<file path="config.mk">
export PLATFORM = sky130hd
export DESIGN_NAME = hippo_mem_arbiter
export DESIGN_NICKNAME = d
export VERILOG_FILES = /design/src/rtl/hippo_mem_arbiter.sv
export SDC_FILE = /design/constraint.sdc
export NUM_CORES = 1
export LEC_CHECK = 0
export BUFFER_PORTS_ARGS = -buffer_cell sky130_fd_sc_hd__buf_4
export CORE_AREA = 4 4 59 61
export DETAILED_ROUTE_END_ITERATION = 7
export DIE_AREA = 0 0 63 65
export GPL_TIMING_DRIVEN = 1
export PLACE_DENSITY = 0.78
export SYNTH_ARGS = -nofsm -noshare
export SYNTH_HDL_FRONTEND = slang
export SYNTH_SLANG_ARGS = --single-unit
</file>
<file path="constraint.sdc">
create_clock -name clk_i -period 1.6 [get_ports clk_i]
set_clock_uncertainty 0.2 [all_clocks]
set_input_delay 0 -clock clk_i [delete_from_list [all_inputs] [get_ports clk_i]]
set_output_delay 0 -clock clk_i [all_outputs]
set_load 0.02 [all_outputs]
</file>
<file path="src/rtl/hippo_mem_arbiter.sv">
// Round-robin arbiter sharing one registered-read memory port among NUM_REQ requesters.
// Read data is steered back to its requester through a tagged pipeline matched to RD_LAT.
module hippo_mem_arbiter #(
    parameter int unsigned NUM_REQ = 2,
    parameter int unsigned ADDR_W  = 10,
    parameter int unsigned DATA_W  = 8,
    parameter int unsigned RD_LAT  = 1
) (
    input  logic                      clk_i,
    input  logic                      rst_ni,
    input  logic [NUM_REQ-1:0]        req_valid_i,
    output logic [NUM_REQ-1:0]        req_ready_o,
    input  logic [NUM_REQ-1:0]        req_we_i,
    input  logic [NUM_REQ*ADDR_W-1:0] req_addr_i,
    input  logic [NUM_REQ*DATA_W-1:0] req_wdata_i,
    output logic [NUM_REQ-1:0]        rsp_valid_o,
    output logic [DATA_W-1:0]         rsp_rdata_o,
    output logic [ADDR_W-1:0]         mem_addr_o,
    output logic                      mem_we_o,
    output logic [DATA_W-1:0]         mem_data_o,
    input  logic [DATA_W-1:0]         mem_data_i
);

    localparam int unsigned IdW   = (NUM_REQ > 1) ? $clog2(NUM_REQ) : 1;
    localparam int unsigned PipeD = RD_LAT + 1;

    typedef logic [IdW-1:0] id_t;

    logic [ADDR_W-1:0] addr_arr  [NUM_REQ];
    logic [DATA_W-1:0] wdata_arr [NUM_REQ];

    for (genvar k = 0; k < NUM_REQ; k++) begin : g_unpack
        assign addr_arr[k]  = req_addr_i[k*ADDR_W +: ADDR_W];
        assign wdata_arr[k] = req_wdata_i[k*DATA_W +: DATA_W];
    end

    id_t               ptr_q;
    id_t               ptr_d;
    id_t               grant_id;
    logic              grant_vld;
    logic [ADDR_W-1:0] addr_q;
    logic [DATA_W-1:0] data_q;
    logic              we_q;
    logic [PipeD-1:0]  pipe_vld_q;
    id_t               pipe_id_q [PipeD];

    // First valid requester at or after ptr (wrapping) wins; nothing is granted in reset.
    always_comb begin : p_arb
        id_t cand;
        cand        = '0;
        grant_vld   = 1'b0;
        grant_id    = '0;
        req_ready_o = '0;
        for (int unsigned i = 0; i < NUM_REQ; i++) begin
            cand = id_t'((32'(ptr_q) + i) % NUM_REQ);
            if (!grant_vld && req_valid_i[cand]) begin
                grant_vld = 1'b1;
                grant_id  = cand;
            end
        end
        if (!rst_ni) begin
            grant_vld = 1'b0;
        end
        if (grant_vld) begin
            req_ready_o[grant_id] = 1'b1;
        end
    end

    always_comb begin
        ptr_d = ptr_q;
        if (grant_vld) begin
            ptr_d = (grant_id == id_t'(NUM_REQ - 1)) ? '0 : grant_id + id_t'(1);
        end
    end

    always_ff @(posedge clk_i) begin
        if (!rst_ni) begin
            ptr_q      <= '0;
            addr_q     <= '0;
            data_q     <= '0;
            we_q       <= 1'b0;
            pipe_vld_q <= '0;
            for (int unsigned i = 0; i < PipeD; i++) begin
                pipe_id_q[i] <= '0;
            end
        end else begin
            ptr_q <= ptr_d;
            we_q  <= grant_vld & req_we_i[grant_id];
            if (grant_vld) begin
                addr_q <= addr_arr[grant_id];
                data_q <= wdata_arr[grant_id];
            end
            // Stage k is visible k+1 cycles after accept; the last stage lines up with read data.
            pipe_vld_q   <= {pipe_vld_q[PipeD-2:0], grant_vld & ~req_we_i[grant_id]};
            pipe_id_q[0] <= grant_id;
            for (int unsigned i = 1; i < PipeD; i++) begin
                pipe_id_q[i] <= pipe_id_q[i-1];
            end
        end
    end

    assign mem_addr_o = addr_q;
    assign mem_data_o = data_q;
    assign mem_we_o   = we_q;

    always_comb begin
        rsp_valid_o = '0;
        rsp_rdata_o = '0;
        if (pipe_vld_q[RD_LAT]) begin
            rsp_valid_o[pipe_id_q[RD_LAT]] = 1'b1;
            rsp_rdata_o                    = mem_data_i;
        end
    end

endmodule

</file>
# Word-level counts from Yosys, hierarchy flattened
# Memory sizes are Yosys's and may differ from the RTL's.
# Index checks and enable logic that the tools add are counted.
[op_classes]
add_sub_neg = 2
mux = 29
eq_ne = 0
multipliers = 0
magnitude_cmp = 7
shift = 0
reduce_logical = 4
bitwise = 6
div_mod_pow = 0
[op_table]
columns = ["op", "n"]
rows = [
  ["two-way mux 8 bit", 4],
  ["two-way mux 10 bit", 3],
  ["two-way mux 1 bit", 18],
  ["less-than comparator 1 x 2 -> 1 bit, second input constant", 4],
  ["two-way mux 2 bit", 2],
  ["logical AND 1 bit", 3],
  ["adder 1 bit, second input constant", 2],
  ["AND 1 bit", 2],
  ["demux 1 bit (select 1 bit)", 2],
  ["greater-or-equal comparator 1 bit, second input constant", 2],
  ["greater-or-equal comparator 2 bit, second input constant", 1],
  ["inverter 1 -> 2 bit", 1],
  ["bitwise OR 1 bit", 2],
  ["logical NOT 1 bit", 1],
  ["inverter 1 bit", 1],
]
[totals]
rom_bits = 0
ramBits = 2
out_inout_bits = 31
latchBits = 0
word_cells = 54
ff_bits = 22
memories = 1
[memory_table]
columns = ["name", "depth", "width", "rd", "rd_ports_with_merged_regs", "wr", "line", "text"]
rows = [
  ["pipe_id_q", 2, 1, 2, 0, 2, "45", "id_t pipe_id_q [PipeD];"],
]

# Logic depth before layout (Yosys ltp)
[logic_depth]
ltp_word = 11
mapped_depth = 6
ltp_nobuf = 3

# Least setup slack after synthesis
# OpenSTA, ideal clock, no wires.
[synth_timing]
path_type = "register -> register"
from = "reg ptr_q"
to = "reg addr_q[0] (netlist: mem_addr_o[0])"
setup_ns = 0.130
period_less_slack_ns = 1.315
t_arrival_ns = 0.985
path_buffers = 1
path_stages_with_launch = 5
slack_ns = 0.285
cell_sequence = "dfxtp_1 > nand2b_2 > nand2_2 > buf_2 > a211oi_2"
[synth_via]
elab_chain_cells = 10
word_cells_on_any_way = 16
classes_between = "add/sub: 1; mux: 12; bitwise: 1; reduce/logical: 2"
[synth_lines]
columns = ["element", "line", "text"]
rows = [
  ["start, declared", "37", "id_t ptr_q;"],
  ["start signal, assigned", "87", "ptr_q <= ptr_d;"],
  ["two-way mux 1 bit (not written as such) (2 in series)", "56", "if (!grant_vld && req_valid_i[cand]) begin"],
  ["two-way mux 1 bit", "56", ""],
  ["logical NOT 1 bit", "56", ""],
  ["logical AND 1 bit", "56", ""],
  ["two-way mux 1 bit", "56", ""],
  ["inverter 1 -> 2 bit (not written as such)", "90", "addr_q <= addr_arr[grant_id];"],
  ["two-way mux 10 bit (not written as such) (3 in series)", "90", ""],
  ["end signal, assigned", "90", ""],
  ["end, declared", "41", "logic [ADDR_W-1:0] addr_q;"],
]
# Several ways; a longest one is shown, not always the timed one. The select of a mux whose other input is x is not followed.
# A chain may end at the register's enable or synchronous reset.

# Worst setup path after layout
[layout_timing]
from = "in req_valid_i[0]"
to = "reg addr_q[0] (netlist: mem_addr_o[0])"
[layout_via]
elab_chain_cells = 10
word_cells_on_any_way = 15
classes_between = "mux: 12; bitwise: 1; reduce/logical: 2"
[layout_lines]
columns = ["element", "line", "text"]
rows = [
  ["start, declared", "11", "input logic [NUM_REQ-1:0] req_valid_i,"],
  ["two-way mux 1 bit (not written as such) (2 in series)", "56", ""],
  ["two-way mux 1 bit", "56", ""],
  ["logical NOT 1 bit", "56", ""],
  ["logical AND 1 bit", "56", ""],
  ["two-way mux 1 bit", "56", ""],
  ["inverter 1 -> 2 bit (not written as such)", "90", ""],
  ["two-way mux 10 bit (not written as such) (3 in series)", "90", ""],
]
# Several ways; a longest one is shown, not always the timed one. The select of a mux whose other input is x is not followed.

==> impl_results.md <==
* Reg2Reg Depth at 3
* Final hold vios at 0
* Placed Instance Area at 0.00176 sq mm
* Core area at ~0.003 sq mm
* Max-slew headroom at between 50% and 60%
* Worst Path Max Fanout at 18
* Register area share after synthesis at around two fifths
* Max-cap viol count at 0
* Worst vdd ir at ~0.00047 V
* Final ANT Viol Nets at 0
* CP arrival at around 1.6 ns
* First-pass GRT wire length at 7420 um
* CTS buffer count at 3
* CP max stage delay at about 0.63 ns
* Starting density of the core at between 40% and 50%
* CP max stage cell: dlygate4sd3_1
* DR vias/cell at between 5 and 6
* Static Leak at about 1.0 nW
* #FFs+latches synth at 24
* Final Cell Area at between 0.002 and 0.0025 sq mm
* Outcome: finished clean
* # setup viols final at 0
* Largest net degree at the start of global routing at 25
* Syn_nets at ~180
* Wire per inst at ~16 um
* Layout fillers at about 200
* WP data required at ~1.6 ns
* Fmax at 657 MHz
* Fraction of the cycle the final worst path needs at a little over nine tenths
* Area Overhead vs Synth at 86.9%
* Root Driver: clkbuf_4
* Via Count at between 1000 and 1500
* DRC viols at 0
* Hold depth at 4
* Row cnt at 20
* Initial antenna violation count at 0
* Max clock buf depth at 2
* Grt ovf at 0
* Startpoint Class: input port
* CTS Hold Buffers Added at 42
* Library cells used by synthesis at 28
* Post-Route WL at 4490 um
* Kind of critical path: input port to register
* Setup TNS at 0 ns
* Crit-path cells: buf_4 -> dlygate4sd3_1 -> nor2_4 -> nor2_1 -> a211oi_2
* Number of global-route vias before repair at 1481
* Clock Sinks at 24
* # H-tree levels at 1
* Pins over their slew limit at 0
* Area of the multi-input gates at a little over 600 sq um
* Layout cells sized above 1 at between 40% and 50%
* Die Ht at ~65 um
* Initial DRC Count at between 100 and 150
* Post-CTS sizing at 0
* CTS tree: done
* Post-layout net count at approximately 300
* Skew-Pair Late Insertion Delay at between 0.3 and 0.4 ns
* Antenna diodes at 0
* Total power at about 1.6 mW
* GRT Overall Usage at 23.0%
* RSZ-0062 raised after global routing: false
* Die width at around 63 um
* Gate Count Post-Synth at between 100 and 150
* Min-Delay Path Class: input port to register
* Worst-Margin Slew at around 0.65 ns
* Port buffer count at 80
* Syn_area_per_cell at 8.91 sq um
* Crit path capture type: register
* Detailed Routing Iterations Pass 1 at 4
* Minimum clock period at 1.52 ns
* Postcts setup bufs at 0
* Detailed Place HPWL at about 2600 um
* Flip-flop and latch area at 480 sq um
* Power per cell area at between 700 and 800 mW/mm^2
* YS warnings at 0
* Mapped Area at 0.00119 sq mm
* Die area at 0.00410 sq mm
* Placer Congestion at between 0.7 and 0.8
* Worst-path clk slew at ~0.14 ns
* IO Pins at roughly 80
-- synth_stat cells (all sizes together) --
library cell | instances | area share [%]
nand2b | 1 | 0.73
nor2b | 1 | 0.52
o21ai | 19 | 8.0
inv | 1 | 0.31
nor2 | 19 | 6.6
nor3 | 18 | 8.4
and2 | 11 | 5.8
clkbuf | 3 | 1.8
nand2 | 3 | 1.2
a211oi | 18 | 16
dfxtp | 24 | 40
buf | 7 | 6.0
nand3 | 1 | 0.42
or2 | 1 | 0.52
and2b | 1 | 0.63
o211a | 1 | 0.84
and3 | 2 | 1.0
and3b | 1 | 0.73
a21oi | 2 | 0.84
-- power breakdown --
part	switching (mW)	internal [mW]	total [mW]	leakage, nW
combinational	0.234	0.268	0.502	0.784
clock	0.188	0.253	0.441	0.0279
sequential	0.0283	0.646	0.675	0.200
total	0.450	1.17	1.62	1.01
-- kinds of logic (layout without fill, tap and decap cells) --
family / Yosys count / after routing / synth area share, %
AOI/OAI and AO/OA: 40 / 40 / 25.2
buffers and inverters: 11 / 129 / 8.07
DFF: 24 / 24 / 40.3
and+or+nand+nor: 59 / 59 / 26.5
-- final timing paths --
| check | from | to | slack, ns |
|---|---|---|---|
| worst max-delay path | req_valid_i[0] | mem_addr_o[0] | 0.08 |
| worst min-delay path | req_valid_i[1] | mem_addr_o[2] | 0.06 |
| worst max register to register | ptr_q | mem_addr_o[0] | 0.14 |
| worst min register to register | pipe_id_q[0][0] | pipe_id_q[0][1] | 0.25 |
-- routing by layer --
metal / routed length [um] / track usage, % / up-vias
met2: 2220 / 41.4 / 84
met1: 1730 / 25.4 / 662
met3: 391 / 5.37 / 12
met4: 142 / 10.7 / 0
met5: 0 / 0 / -
li1: - / - / 715
-- cells in the final DEF, fill, tap and decap left out, drive strengths merged, types with 2 or more instances in the layout --
cell type / instances
a21oi: 2
clkbuf: 3
dlygate4sd3: 42
dfxtp: 24
and2: 11
and3: 2
buf: 82
nor3: 18
nor2: 19
a211oi: 18
nand2: 3
o21ai: 19
-- flip-flops by register name, indices dropped and copies added, names as in the netlist --
| name | flops |
|---|---|
| mem_addr_o | 10 |
| mem_data_o | 8 |
| pipe_id_q | 2 |
| pipe_vld_q | 2 |
| mem_we_o | 1 |
| ptr_q | 1 |
-- critical path: cells and delay by family --
family                 cells  cell delay [ns]
AND/OR/NAND/NOR            2             0.53
buffers and inverters      2             0.74
AO/OA/AOI/OAI              1             0.28
-- metrics by stage --
step           setup slack, ns  util, %  hold slack [ns]  instances
2_1_floorplan            0.285        -          -0.0622        134
3_3_place_gp             0.258     59.0           0.0801        239
3_5_place_dp             0.195     59.0           0.0913        239
4_1_cts                  0.123     74.9           0.0563        285
5_1_grt                 0.0285     74.9           0.0982        285
6_report                0.0772     74.9           0.0568        285
-- layout make-up --
type	count	area share, %
clock buffer	3	1.01
clock inverter	1	1.35
inverter	1	0.168
multi-input combinational	99	27.7
sequential	24	21.5
tap	33	1.85
timing repair buffer	124	46.4
No activity file was read; power rests on OpenSTA's default activity.
